File: src/rtl/mux_rr_arbiter.sv
// Round-robin arbiter that owns the select lines of a shared 4:1 mux.
// One requester is granted at a time. Each grant lasts at most MAX_HOLD cycles.
module mux_rr_arbiter #(
  parameter int MAX_HOLD = 8,
  parameter int CNT_W    = 4
) (
  input  logic       clk,
  input  logic       reset_n,
  input  logic [3:0] req,
  input  logic       done,
  output logic [3:0] grant,
  output logic       addr0,
  output logic       addr1,
  output logic       busy,
  output logic       preempt
);

  typedef enum logic {IDLE, GRANT} state_t;

  localparam logic [CNT_W-1:0] HOLD_LAST = CNT_W'(MAX_HOLD - 1);

  state_t           r_state;
  logic [1:0]       r_ptr;
  logic [1:0]       r_sel;
  logic [CNT_W-1:0] r_hold_cnt;
  logic [3:0]       r_grant;
  logic             r_busy;
  logic             r_preempt;

  logic [1:0]       w_pick;
  logic [1:0]       w_idx;
  logic             w_found;
  logic             w_expire;
  logic             w_release;

  // First set request bit, scanning upward from the priority pointer with wrap.
  always_comb begin
    w_pick  = r_ptr;
    w_idx   = r_ptr;
    w_found = 1'b0;
    for (int k = 0; k < 4; k++) begin
      w_idx = r_ptr + 2'(k);
      if (!w_found && req[w_idx]) begin
        w_pick  = w_idx;
        w_found = 1'b1;
      end
    end
  end

  assign w_expire  = (r_hold_cnt == HOLD_LAST);
  assign w_release = done | ~req[r_sel] | w_expire;

  always_ff @(posedge clk) begin
    if (!reset_n) begin
      r_state    <= IDLE;
      r_ptr      <= 2'd0;
      r_sel      <= 2'd0;
      r_hold_cnt <= '0;
      r_grant    <= 4'b0000;
      r_busy     <= 1'b0;
      r_preempt  <= 1'b0;
    end else begin
      case (r_state)
        IDLE: begin
          r_preempt <= 1'b0;
          if (|req) begin
            r_sel      <= w_pick;
            r_grant    <= 4'b0001 << w_pick;
            r_busy     <= 1'b1;
            r_hold_cnt <= '0;
            r_state    <= GRANT;
          end
        end
        GRANT: begin
          if (w_release) begin
            // Select lines keep the last index; only the grant is withdrawn.
            r_grant   <= 4'b0000;
            r_busy    <= 1'b0;
            r_state   <= IDLE;
            r_ptr     <= r_sel + 2'd1;
            r_preempt <= ~done & req[r_sel];
          end else begin
            r_hold_cnt <= r_hold_cnt + CNT_W'(1);
            r_preempt  <= 1'b0;
          end
        end
      endcase
    end
  end

  assign grant   = r_grant;
  assign addr0   = r_sel[0];
  assign addr1   = r_sel[1];
  assign busy    = r_busy;
  assign preempt = r_preempt;

endmodule

File: config.mk
export PLATFORM = sky130hd
export DESIGN_NAME = mux_rr_arbiter
export DESIGN_NICKNAME = d
export VERILOG_FILES = /design/src/rtl/mux_rr_arbiter.sv
export SDC_FILE = /design/constraint.sdc
export NUM_CORES = 1
export LEC_CHECK = 0
export BUFFER_PORTS_ARGS = -buffer_cell sky130_fd_sc_hd__buf_2
export CORE_MARGIN = 4
export CORE_UTILIZATION = 35
export CTS_CLUSTER_DIAMETER = 200
export DETAILED_ROUTE_END_ITERATION = 8
export PLACE_DENSITY = 0.63
export RECOVER_POWER = 25
export SYNTH_ARGS = -nofsm -noshare
export SYNTH_HDL_FRONTEND = slang
export SYNTH_SLANG_ARGS = --single-unit
File: constraint.sdc
create_clock -name clk -period 1.55 [get_ports clk]
set_input_delay 0.3875 -clock clk [delete_from_list [all_inputs] [get_ports clk]]
set_output_delay 0.3875 -clock clk [all_outputs]
set_load 0.1 [all_outputs]
==> results of run 1 <==
[state kept, by name, indices dropped and copies added, names as in the netlist]
name,cells
r_hold_cnt,4
r_sel,2
preempt,1
r_state,1
busy,1
grant,4
r_ptr,2
[synth_stat cells]
cell and instances:
dfxtp_1 15, nand2_1 10, a21oi_1 9, nand3_1 6, nor2_1 6, o21ai_0 6
mux2i_1 4, o32ai_1 4, nor2b_1 3, a21o_1 2, inv_1 2, nand2b_1 2
nor3_1 2, or2_2 2, a211o_1 1, a211oi_1 1, a21boi_2 1, and2_1 1
and3b_1 1, clkbuf_1 1, ha_1 1, o2111ai_1 1, o211a_1 1, o211ai_1 1
o22a_4 1, o22ai_1 1, or3_1 1, or4_1 1, or4_4 1, xor2_1 1
[stage by stage]
stage          setup WS (ns)  util [%]
2_1_floorplan       0.006782         -
3_3_place_gp        -0.08587     48.69
3_5_place_dp         -0.1513     48.69
4_1_cts              0.02338     50.00
5_1_grt             -0.04199     51.38
6_report             0.03333     51.38
[layer usage]
| layer | vias to the layer above | wire, um | global-route usage, % |
|---|---|---|---|
| met5 | - | 0 | 0 |
| met4 | 0 | 25 | 4.979 |
| met3 | 4 | 68 | 1.635 |
| met2 | 18 | 889 | 24.41 |
| met1 | 332 | 889 | 18.32 |
| li1 | 391 | - | - |
[power breakdown]
| group | internal (mW) | switching [mW] |
|---|---|---|
| sequential | 0.410 | 0.0209 |
| clock | 0.0996 | 0.109 |
| combinational | 0.110 | 0.215 |
| total | 0.619 | 0.345 |
[worst paths after layout]
check	startpoint	to	slack, ns	depth (start not counted)
max	r_ptr[1]	grant[2]	0.03	4
min	reset_n	busy	0.47	3
max reg2reg	r_ptr[1]	grant[2]	0.03	4
min reg2reg	r_state	preempt	0.48	2
[timing repair]
action | 4_1_cts | 5_1_grt
endpoints found under the hold margin | 0 | 0
resized for setup | 0 | 9
buffers inserted | 0 | 0
setup endpoints to repair | 0 | 6
[final cells by class]
class                      instances  area, um^2  area share (%)
inverter                           2       7.507          0.7299
multi-input combinational         71       483.0           46.96
sequential                        15       311.5           30.29
clock buffer                       4       26.28           2.555
timing repair buffer              26       166.4           16.18
tap                               27       33.78           3.285
[worst max-delay path, stage by stage (launching register included)]
cell	delay, ns
dfxtp_2	0.34
and3b_1	0.18
or4_4	0.42
and2_1	0.20
o32ai_2	0.28
[kinds of logic (layout without fill, tap and decap cells)]
kind of cell,after synthesis,in the layout,synth area share (%)
and+or+nand+nor,36,36,24.22
AOI/OAI and AO/OA,29,29,26.69
DFF,15,15,39.54
muxes,4,4,5.272
buffers and inverters,3,32,1.483
adders and majority gates,1,1,1.647
xor gates and xnor gates,1,1,1.153
==> qor.yml, run 1 <==
clock_network:
  clkTransAtPathRegs_ns: 0.08
  cts_buffers: 3
  clock_path_buffers: 2
  ctsHoldBuffers: 0
  clock_latency_ns: 0.27
  htree_levels: 1
  clkSinkCount: 15
  root_buffer: "clkbuf_4"
  cts_tree: "done"
timing:
  fin_crit_ns: 1.517
  setup_viol: 0
  max_freq_mhz: 659.3
  slew_headroom_pct: 67.79
  setup-tns-final_ns: 0
  report.final.slew_viol_count: 0
  worst_pin_slew_ns: 0.4865
  rsz0062_at_grt: "true"
  whs_ns: 0.4667
  hold_viol: 0
  clock_skew_ns: 0.005793
  timing.final.crit_share_pct: 97.85
worst_setup_path:
  startpoint_type: "flop"
  cp_max_fo: 3
  crit_type: "flop to flop"
  end_kind: "flop"
  cp.required_ns: 1.73
  worst_ep_arrival_time_ns: 1.70
yosys:
  yosys.area.top_type_share_pct: 39.54
  syn_area_um2: 759.5
  ys_types: 30
  syn_area_per_cell_um2: 8.533
  synth_area_leaders: "dfxtp_1 (40%), a21oi_1 (5.9%), mux2i_1 (5.3%), nand2_1 (4.9%), o32ai_1 (4.6%)"
  synth_seq_cells: 15
  ys_seq_area_share_pct: 39.54
  synth_fp_nets: 97
  synth_warnings: 0
  synthCells: 89
  synth_top_area_cell: "dfxtp_1"
final_layout:
  final_cell_mix: "buf_2 (13), buf_4 (11), nand2_1 (10), dfxtp_1 (10), a21oi_1 (9)"
  final_cell_area_mm2: 0.001028
  final_nets: 127
  area.growth.synth_to_final_pct: 35.42
  layout-drive-gt1-share_pct: 38.14
  fillerInstances: 212
  final_cells: 145
  final_common_cell: "buf_2"
  diodes: 0
grt:
  grt_max_degree: 14
  overflow: 0
  first_global_vias: 730
  grt_pass1_wl_um: 3070
  antenna_found_initial: 0
  track_usage_pct: 14.29
pwr:
  p_leak_nw: 0.4362
  power_mw: 0.9648
  vdd_drop_max_v: 0.0006982
  p_per_area_mw_per_mm2: 938.1
flow_run:
  maxCapViolations: 0
route:
  wl_per_cell_um: 12.91
  dr.first_iter.drc_count: 11
  ant_nets: 0
  drc: 0
  post_drt_via_cell_ratio: 5.138
  vias: 745
  drt-pass1-iter-count: 4
  routed_wirelength_um: 1872
placed_design:
  port_buffers: 14
  dp.cells: 141
  dp_hpwl_um: 1475
  gp_congestion: 0.8537
  place_area_um2: 974.7
floorplan:
  die_height_um: 54.58
  die_w_um: 54.58
  coreArea_mm2: 0.002002
  initial_core_util_pct: 37.94
  fp-row-count: 16
  die_area_mm2: 0.002979
  pin_count: 15
run_status:
  status: "complete, no violations"
min_path:
  hp-class: "input pin to flop"
Power figures use the tool's default switching activity.
==> inputs of run 2 (changes only) <==
--- a/config.mk
+++ b/config.mk
@@ -7,11 +7,12 @@
 export LEC_CHECK = 0
 export BUFFER_PORTS_ARGS = -buffer_cell sky130_fd_sc_hd__buf_2
 export CORE_MARGIN = 4
-export CORE_UTILIZATION = 35
+export CORE_UTILIZATION = 46
 export CTS_CLUSTER_DIAMETER = 200
 export DETAILED_ROUTE_END_ITERATION = 8
-export PLACE_DENSITY = 0.63
+export PLACE_DENSITY = 0.77
 export RECOVER_POWER = 25
+export SLEW_MARGIN = 20
 export SYNTH_ARGS = -nofsm -noshare
 export SYNTH_HDL_FRONTEND = slang
 export SYNTH_SLANG_ARGS = --single-unit
==> run 2 against run 1 <==
Clock power up 6%. Design area up 0.73%. Die area down 21%. Sequential cell count unchanged. Power up 1.8%. Critical endpoint is now addr0.
==> qor.yml, run 2 (same netlist as run 1, synthesis figures left out) <==
timing:
  max_freq_mhz: 662.3  # +0.45%
  clock_skew_ns: 0.003929  # -0.001864 ns
  timing.final.crit_share_pct: 97.41  # -0.44 points
  rsz0062_at_grt: "false"
  setup-tns-final_ns: 0  # unchanged
  report.final.slew_viol_count: 0  # unchanged
  hold_viol: 0  # unchanged
  fin_crit_ns: 1.510  # -0.006834 ns
  worst_pin_slew_ns: 0.4848  # -0.001696 ns
  whs_ns: 0.4515  # -0.01512 ns
  setup_viol: 0  # unchanged
  slew_headroom_pct: 67.91  # +0.11 points
clock_network:
  clkTransAtPathRegs_ns: 0.09  # about the same
  htree_levels: 1  # unchanged
  cts_buffers: 3  # unchanged
  ctsHoldBuffers: 0  # unchanged
  cts_tree: "done"
  clock_latency_ns: 0.28  # about the same
  root_buffer: "clkbuf_4"
  clock_path_buffers: 2  # unchanged
  clkSinkCount: 15  # unchanged
grt:
  overflow: 0  # unchanged
  grt_max_degree: 14  # unchanged
  track_usage_pct: 17.31  # +3.0 points
  grt_pass1_wl_um: 3305  # +7.7%
  antenna_found_initial: 0  # unchanged
  first_global_vias: 767  # +5.1%
route:
  drc: 0  # unchanged
  dr.first_iter.drc_count: 24  # +13
  routed_wirelength_um: 1922  # +2.7%
  ant_nets: 0  # unchanged
  vias: 809  # +8.6%
  wl_per_cell_um: 14.03  # +8.7%
  drt-pass1-iter-count: 4  # unchanged
  post_drt_via_cell_ratio: 5.905  # +15%
min_path:
  hp-class: "input pin to flop"
worst_setup_path:
  critPathSlowestCell: "buf_2"
  cp.required_ns: 1.16  # -0.57 ns
  cp_num_buf_inv: 1  # +1
  end_kind: "output pin"
  worst_ep_arrival_time_ns: 1.12  # -0.58 ns
  startpoint_type: "flop"
  crit_type: "flop to output pin"
  crit_chain: "buf_2"
  cp_top_family: "buffers and inverters"
  slowest_delay_ns: 0.44  # +0.02 ns
  cp_max_fo: 6  # +3
floorplan:
  die_height_um: 48.63  # -11%
  coreArea_mm2: 0.001541  # -23%
  fp-row-count: 14  # -2
  die_area_mm2: 0.002365  # -21%
  die_w_um: 48.63  # -11%
  initial_core_util_pct: 49.27  # +11 points
  pin_count: 15  # unchanged
final_layout:
  area.growth.synth_to_final_pct: 36.41
  fillerInstances: 138  # -35%
  final_nets: 130  # +2.4%
  final_cell_mix: "buf_2 (14), buf_4 (14), dfxtp_1 (11), nand2_1 (10), a21oi_1 (9)"
  layout-drive-gt1-share_pct: 38.02  # -0.12 points
  diodes: 0  # unchanged
pwr:
  p_leak_nw: 0.4500  # +3.2%
  p_per_area_mw_per_mm2: 948.1  # +1.1%
  swShare_pct: 36.62  # +0.81 points
  share_comb_of_total_power_pct: 33.5  # -0.2 points
  seqPwrFrac_pct: 43.9  # -0.7 points
  power_switching_mw: 0.3597  # +4.1%
  p_int_mw: 0.6225  # +0.51%
  vdd_drop_max_v: 0.0009200  # +32%
  pwr-share-clk_pct: 22.6  # +0.9 points
flow_run:
  maxCapViolations: 0  # unchanged
placed_design:
  dp_hpwl_um: 1438  # -2.5%
  gp_congestion: 0.8119  # -4.9%
  port_buffers: 14  # unchanged
run_status:
  status: "complete, no violations"
[run 2: cell count changes in the layout (fill, tap and decap cells not counted)]
cell,before,now
buf_2,13,14
ha_4,0,1
o21ai_1,1,0
dfxtp_1,10,11
dfxtp_2,3,2
o32ai_1,2,3
ha_2,1,0
o32ai_2,2,1
clkbuf_4,4,3
o21ai_0,5,6
buf_4,11,14
[run 2: what timing repair did]
item                                   4_1_cts  5_1_grt
endpoints found under the hold margin        0        0
setup endpoints to repair                    0        6
buffers inserted                             0        1
gates resized for setup                      0        6
[run 2: power by group through the flow]
stage          Combinational (mW)  Sequential, mW  Clock (mW)
2_1_floorplan               0.113           0.549           0
3_3_place_gp                0.315           0.438           0
3_5_place_dp                0.319           0.440           0
4_1_cts                     0.322           0.430       0.228
5_1_grt                     0.351           0.436       0.241
6_report                    0.329           0.431       0.222
[run 2: per-stage QoR]
stage                     instance area (um^2)  worst slack (ns)  utilization (%)  power [mW]  instances
after floorplan                          784.5          0.006782                -      0.6616         89
after global placement                   975.9          -0.08983            63.31      0.7530        132
after detailed placement                 975.9           -0.1698            63.31      0.7591        132
after CTS                                 1002           0.01507            65.02      0.9805        136
after global routing                      1036          0.001030            67.21       1.028        137
final                                     1036           0.04016            67.21      0.9822        137
[run 2: final timing paths]
kind | cells past startpoint | startpoint | slack, ns | endpoint
setup / recovery | 1 | r_sel[0] | 0.04 | addr0
hold / removal | 3 | reset_n | 0.45 | preempt
setup reg to reg | 4 | r_ptr[0] | 0.10 | grant[3]
hold reg to reg | 2 | r_state | 0.47 | preempt
[run 2: per-layer routing]
metal | up-vias | share of wire [%] | global-route usage [%] | wire length [um]
met1 | 386 | 46 | 21.05 | 879
li1 | 399 | - | - | -
met2 | 20 | 46 | 27.61 | 889
met4 | 0 | 2.0 | 8.969 | 38
met5 | - | 0 | 0 | 0
met3 | 4 | 6.0 | 4.601 | 116
[run 2: worst reg2reg max path: stages, from the launching register on]
cell and delay, ns:
dfxtp_1 0.36, nor2b_1 0.07, or4_4 0.53, and2_1 0.18, o32ai_2 0.25
[run 2: layout make-up]
class                      count  area, um^2  share of cell area [%]
tap                           16       20.02                   1.932
multi-input combinational     71       485.5                   46.86
inverter                       2       7.507                  0.7246
clock buffer                   4       26.28                   2.536
sequential                    15       310.3                   29.95
timing repair buffer          29       186.4                   18.00
